## config.mk

```make
export PLATFORM = sky130hd
export DESIGN_NAME = rf_repair_writer
export DESIGN_NICKNAME = d
export VERILOG_FILES = /design/src/rtl/rf_repair_writer_pkg.sv /design/src/rtl/rf_repair_writer_secded_encoder.sv /design/src/rtl/rf_repair_writer.sv
export SDC_FILE = /design/constraint.sdc
export NUM_CORES = 1
export LEC_CHECK = 0
export CAP_MARGIN = 20
export CORE_MARGIN = 2
export CORE_UTILIZATION = 30
export DETAILED_ROUTE_END_ITERATION = 6
export REMOVE_ABC_BUFFERS = 1
export SYNTH_ARGS = -nofsm -noshare
export SYNTH_HDL_FRONTEND = slang
export SYNTH_SLANG_ARGS = --single-unit
```

## constraint.sdc

```tcl
create_clock -name s_clk_i -period 9.75 [get_ports s_clk_i]
set_input_delay 2.925 -clock s_clk_i [delete_from_list [all_inputs] [get_ports s_clk_i]]
set_output_delay 2.925 -clock s_clk_i [all_outputs]
set_load 0.02 [all_outputs]
```

## src/rtl/rf_repair_writer_pkg.sv

```systemverilog
// Shared types for the register-file repair writer: RF address, check-bit width
// and the repair-queue entry layout.
package rf_repair_writer_pkg;
    localparam int RF_ADD_W  = 5;
    localparam int RF_DATA_W = 32;
    localparam int RF_CHK_W  = 7;

    typedef logic [RF_ADD_W-1:0] rf_add;

    typedef struct packed {
        logic                 valid;
        rf_add                add;
        logic [RF_DATA_W-1:0] val;
    } rep_entry_t;
endpackage

```

## src/rtl/rf_repair_writer_secded_encoder.sv

```systemverilog
// SECDED encoder: Hamming(38,32) check bits [5:0] plus overall even parity in bit 6.
// Purely combinational; the RF-side decoder uses the same bit placement.
module secded_encoder
    import rf_repair_writer_pkg::*;
(
    input  logic [RF_DATA_W-1:0] data,
    output logic [RF_CHK_W-1:0]  chk
);
    // Data occupies the non-power-of-two codeword positions 3,5,6,7,9,...,38;
    // the Hamming syndrome of a codeword is the XOR of the positions of its set bits.
    function automatic logic [RF_CHK_W-1:0] encode(input logic [RF_DATA_W-1:0] d);
        logic [5:0] syn;
        int         j;
        syn = '0;
        j   = 0;
        for (int p = 1; p <= 38; p++) begin
            if ((p & (p - 1)) != 0) begin
                if (d[5'(j)]) syn = syn ^ 6'(p);
                j++;
            end
        end
        return {(^d) ^ (^syn), syn};
    endfunction

    assign chk = encode(data);
endmodule

```

## src/rtl/rf_repair_writer.sv

```systemverilog
// Register-file write-port owner: WB writes take priority, buffered repair writes
// drain in free slots, and a starved repair raises a registered stall request.
module rf_repair_writer
    import rf_repair_writer_pkg::*;
#(
    parameter int DEPTH    = 4,
    parameter int MAX_WAIT = 8
) (
    input  logic                         s_clk_i,
    input  logic                         s_reset_i,
    input  logic                         s_wb_we_i,
    input  rf_add                        s_wb_rd_i,
    input  logic [RF_DATA_W-1:0]         s_wb_val_i,
    input  logic [1:0]                   s_rep_valid_i,
    input  rf_add [1:0]                  s_rep_add_i,
    input  logic [1:0][RF_DATA_W-1:0]    s_rep_val_i,
    output logic                         s_rf_we_o,
    output rf_add                        s_rf_add_o,
    output logic [RF_DATA_W-1:0]         s_rf_val_o,
    output logic [RF_CHK_W-1:0]          s_rf_chk_o,
    output logic                         s_stall_o,
    output logic                         s_rep_drop_o,
    output logic [$clog2(DEPTH+1)-1:0]   s_rep_pend_o
);
    localparam int PW = $clog2(DEPTH);
    localparam int CW = $clog2(DEPTH + 1);
    localparam int AW = $clog2(MAX_WAIT + 1);

    logic [DEPTH-1:0]     q_valid;
    rf_add                q_add [DEPTH];
    logic [RF_DATA_W-1:0] q_val [DEPTH];
    logic [PW-1:0]        rd_ptr, wr_ptr, wr_nxt;
    logic [CW-1:0]        count;
    logic [AW-1:0]        age, age_d;

    rep_entry_t           head;
    logic                 nonempty, wb_act, pop, write_head;
    logic                 hit0, hit1, cand0, cand1, acc0, acc1, drop_d;
    logic [1:0]           n_push;
    logic [CW:0]          free;

    function automatic logic [AW-1:0] sat_inc(input logic [AW-1:0] a);
        return (a == AW'(MAX_WAIT)) ? a : a + AW'(1);
    endfunction

    assign nonempty   = (count != '0);
    assign head.valid = nonempty && q_valid[rd_ptr];
    assign head.add   = q_add[rd_ptr];
    assign head.val   = q_val[rd_ptr];

    assign wb_act     = s_wb_we_i && (s_wb_rd_i != '0);
    // An invalidated head needs no write slot, so it retires even under WB traffic.
    assign pop        = nonempty && (!head.valid || !wb_act);
    assign write_head = head.valid && !wb_act;

    assign s_rf_we_o  = !s_reset_i && (wb_act || write_head);
    assign s_rf_add_o = wb_act ? s_wb_rd_i  : head.add;
    assign s_rf_val_o = wb_act ? s_wb_val_i : head.val;

    secded_encoder u_enc (
        .data (s_rf_val_o),
        .chk  (s_rf_chk_o)
    );

    always_comb begin
        hit0 = 1'b0;
        hit1 = 1'b0;
        for (int i = 0; i < DEPTH; i++) begin
            if (q_valid[i] && q_add[i] == s_rep_add_i[0]) hit0 = 1'b1;
            if (q_valid[i] && q_add[i] == s_rep_add_i[1]) hit1 = 1'b1;
        end
    end

    assign cand0 = s_rep_valid_i[0] && (s_rep_add_i[0] != '0) && !hit0 &&
                   !(wb_act && s_rep_add_i[0] == s_wb_rd_i);
    assign cand1 = s_rep_valid_i[1] && (s_rep_add_i[1] != '0) && !hit1 &&
                   !(wb_act && s_rep_add_i[1] == s_wb_rd_i) &&
                   !(cand0 && s_rep_add_i[1] == s_rep_add_i[0]);

    // Free slots are counted after this cycle's pop.
    assign free   = (CW+1)'(DEPTH) - (CW+1)'(count) + (CW+1)'(pop);
    assign acc0   = cand0 && (free != '0);
    assign acc1   = cand1 && (free > (CW+1)'(acc0));
    assign drop_d = (cand0 && !acc0) || (cand1 && !acc1);
    assign n_push = {1'b0, acc0} + {1'b0, acc1};
    assign wr_nxt = wr_ptr + PW'(1);

    always_comb begin
        if (!nonempty || pop) age_d = '0;
        else                  age_d = sat_inc(age);
    end

    always_ff @(posedge s_clk_i or posedge s_reset_i) begin
        if (s_reset_i) begin
            q_valid      <= '0;
            rd_ptr       <= '0;
            wr_ptr       <= '0;
            count        <= '0;
            age          <= '0;
            s_stall_o    <= 1'b0;
            s_rep_drop_o <= 1'b0;
        end else begin
            for (int i = 0; i < DEPTH; i++)
                if (wb_act && q_add[i] == s_wb_rd_i) q_valid[i] <= 1'b0;
            if (pop)          q_valid[rd_ptr] <= 1'b0;
            if (acc0 || acc1) q_valid[wr_ptr] <= 1'b1;
            if (acc0 && acc1) q_valid[wr_nxt] <= 1'b1;
            rd_ptr       <= rd_ptr + PW'(pop);
            wr_ptr       <= wr_ptr + PW'(n_push);
            count        <= count - CW'(pop) + CW'(n_push);
            age          <= age_d;
            s_stall_o    <= (age_d == AW'(MAX_WAIT));
            s_rep_drop_o <= drop_d;
        end
    end

    always_ff @(posedge s_clk_i) begin
        if (acc0 || acc1) begin
            q_add[wr_ptr] <= acc0 ? s_rep_add_i[0] : s_rep_add_i[1];
            q_val[wr_ptr] <= acc0 ? s_rep_val_i[0] : s_rep_val_i[1];
        end
        if (acc0 && acc1) begin
            q_add[wr_nxt] <= s_rep_add_i[1];
            q_val[wr_nxt] <= s_rep_val_i[1];
        end
    end

    assign s_rep_pend_o = count;
endmodule

```

==> reports/qor.yml <==
status: "complete, no violations"
crit_chain: "clkdlybuf4s50_1 -> or4_4 -> o21ai_4 -> buf_12 -> buf_4 -> mux2i_1 -> xnor3_1 -> xor2_1 -> xor3_1 -> xnor3_1 -> clkdlybuf4s50_1"
dp_hpwl_mm: 19.14
seqPwrFrac: 0.256
tns_ns: 0
num_rows: 68
hold_path_class: "flop to flop"
timing.slew.headroom: 0.4613
area_growth_pct: 25.74
post_cts_resized: 0
maxSlewViolCount: 0
finalHoldViolations: 0
crit_required_ns: 6.83
viasPerCell: 4.718
crit_arrival_ns: 6.54
synth_commonest_cells: "mux2_2, edfxtp_1, xor2_1"
min_period_ns: 9.463
setup_violations: 0
gp_congestion: 0.7732
synth-seq-area-share: 0.4659
drt_iter0_drc: 385
grt_max_degree: 38
cts_buffers: 17
post_cts_buffers: 0
ant_nets: 0
post-route-util: 0.3814
clock_skew_ns: 0.01245
worst-path-max-fanout: 20
diodes: 0
cts.path.max_buffers: 2
synthFlopType: "edfxtp_1"
grt_pass1_vias: 6806
overflow: 0
synth_most_common_cell: "mux2_2"
synth_warnings: 0
cts_tree: "yes"
rsz0062_at_grt: "no"
yosysTopAreaCellShare: 0.4252
cap_violations: 0
post-route-period-util: 0.9705
wl_per_cell_um: 20.77
core-area_sq_mm: 0.03446
synthArstFlopShare: 0.1030
die_h_um: 190.7
syn_area_sq_mm: 0.01045
crit_family: "buffers and inverters"
critical_path_class: "primary input to primary output"
num_vias: 6397
leakage_nw: 4.636
clkPwrFrac: 0.118
antenna_found_initial: 0
peakVddDrop_v: 0.0003833
io_buffer_count: 164
netlist.top_cell.by_area: "edfxtp_1"
rrSetupSlack_ns: 3.81
drive_above_1_share: 0.3108
slowest_delay_ns: 0.61
cts.clk_slew.worst_paths_ns: 0.07
cell_internal_pwr_mw: 3.285
synth_cells: 727
htreeDepth: 4
die_x_um: 190.7
die_area_sq_mm: 0.03635
nets: 1017
grt_usage: 0.1593
crit_path_start_kind: "primary input"
drc: 0
grt_pass1_wl_mm: 43.03
ys_seq_elements: 165
synth_cell_types: 50
start_util: 0.3033
pwr_density_cell_mw_per_mm2: 415.5
avgSynthCellArea_sq_um: 14.38
critical_path.slowest_cell: "clkdlybuf4s50_1"
cp-end-kind: "primary output"
clock-root-buffer: "clkbuf_16"
comb_power_share: 0.626
synth_area_leaders: "edfxtp_1, mux2_2, mux4_2"
worst_pin_slew_ns: 0.8081
cp.buffers_inverters: 4
power_switching_share: 0.3984
p_switching_mw: 2.175
cts.sink_count: 165
max_freq_ghz: 0.1057
drt-pass1-iter-count: 5
wl_mm: 28.17
clk_latency_ns: 0.43
synth_edf_count: 148
io_pins: 166
ctsHoldBuffers: 0
power_mw: 5.460
## metrics by stage
| stage | worst slack [ns] | hold slack, ns | instance area (sq um) | std cells |
|---|---|---|---|---|
| 3_3_place_gp | 0.3277 | 0.5582 | 12600 | 1324 |
| 6_report | 0.2872 | 0.5565 | 13140 | 1356 |
| 5_1_grt | 0.1306 | 0.5990 | 13140 | 1356 |
| 4_1_cts | 0.2442 | 0.5711 | 13140 | 1356 |
| 3_5_place_dp | 0.2615 | 0.5605 | 12600 | 1324 |
| 2_1_floorplan | -0.3539 | 0.5222 | 10130 | 679 |
## layout by cell type (no fill, tap or decap), drive strengths merged, types with 4 or more instances in the layout
master | Yosys | final
a21oi | 4 | 4
xnor2 | 48 | 48
a31oi | 6 | 6
clkinv | 0 | 6
nand2 | 26 | 26
clkbuf | 13 | 17
o21ai | 6 | 6
edfxtp | 148 | 148
ha | 12 | 12
nor2 | 11 | 11
clkdlybuf4s50 | 0 | 164
mux2i | 15 | 15
xnor3 | 4 | 4
xor2 | 86 | 86
nor4 | 13 | 13
mux2 | 178 | 178
inv | 17 | 24
mux4 | 38 | 38
dfrtp | 17 | 17
nand3 | 16 | 16
buf | 35 | 26
nand2b | 4 | 4
## registers in the layout, indices dropped and copies added (netlist names)
| register | flops |
|---|---|
| q_val | 128 |
| q_add | 20 |
| age | 4 |
| q_valid | 4 |
| s_rep_pend_o | 3 |
| rd_ptr | 2 |
| wr_ptr | 2 |
| s_rep_drop_o | 1 |
| s_stall_o | 1 |
## power by group through the flow
stage                     logic, mW  clock network, mW  registers [mW]
after global placement         3.48                  0            1.41
after global routing           3.67              0.692            1.44
final                          3.42              0.643            1.40
after CTS                      3.50              0.660            1.40
after floorplan                2.20                  0            1.39
after detailed placement       3.48                  0            1.42
## area by class of cell
| type | count | area [sq um] |
|---|---|---|
| Fill cell | 3285 | 21320 |
| Inverter | 17 | 63.81 |
| Tap cell | 455 | 569.3 |
| Sequential cell | 165 | 4872 |
| Clock buffer | 17 | 425.4 |
| Timing Repair Buffer | 190 | 1874 |
| Clock inverter | 15 | 118.9 |
| Multi-Input combinational cell | 497 | 5218 |
## worst register-to-register path: cells and delay by family (launching register included)
| kind | cells | cell delay, ns |
|---|---|---|
| buffers and inverters | 5 | 1.02 |
| multiplexers | 2 | 0.68 |
| adder cells (fa/ha/maj) | 4 | 0.98 |
| AND/OR/NAND/NOR | 10 | 1.63 |
| flip-flops | 1 | 0.90 |
| AO/OA/AOI/OAI | 2 | 0.46 |
## worst paths after layout
check                                            endpoint  cells after the start                      start
max in group asynchronous             rd_ptr[0]$_DFF_PP0_                      2                  s_reset_i
min in group asynchronous                age[2]$_DFF_PP0_                      2                  s_reset_i
worst max-delay path                        s_rf_chk_o[6]                     11               s_wb_rd_i[1]
worst max register to register      q_val[2][2]$_DFFE_PP_                     23        rd_ptr[1]$_DFF_PP0_
worst min register to register  s_rep_pend_o[2]$_DFF_PP0_                      1  s_rep_pend_o[2]$_DFF_PP0_
worst min-delay path            s_rep_pend_o[2]$_DFF_PP0_                      1  s_rep_pend_o[2]$_DFF_PP0_
## layer usage
layer | GRT usage | part of all wire
met1 | 0.2232 | 0.48
met5 | 0 | 0
met2 | 0.2615 | 0.48
met3 | 0.02116 | 0.031
met4 | 0.03667 | 0.0077
## logic make-up after synthesis
kind of cell    Yosys count  share of synthesized area
simple gates             86                    0.04382
mux                     231                     0.2880
fa+ha+maj                13                    0.01628
flops                   165                     0.4659
xor+xnor                141                     0.1292
buf+inv                  65                    0.03723
other cells               1                  0.0003588
compound gates           25                    0.01916
No activity file was read; power rests on OpenSTA's default activity.
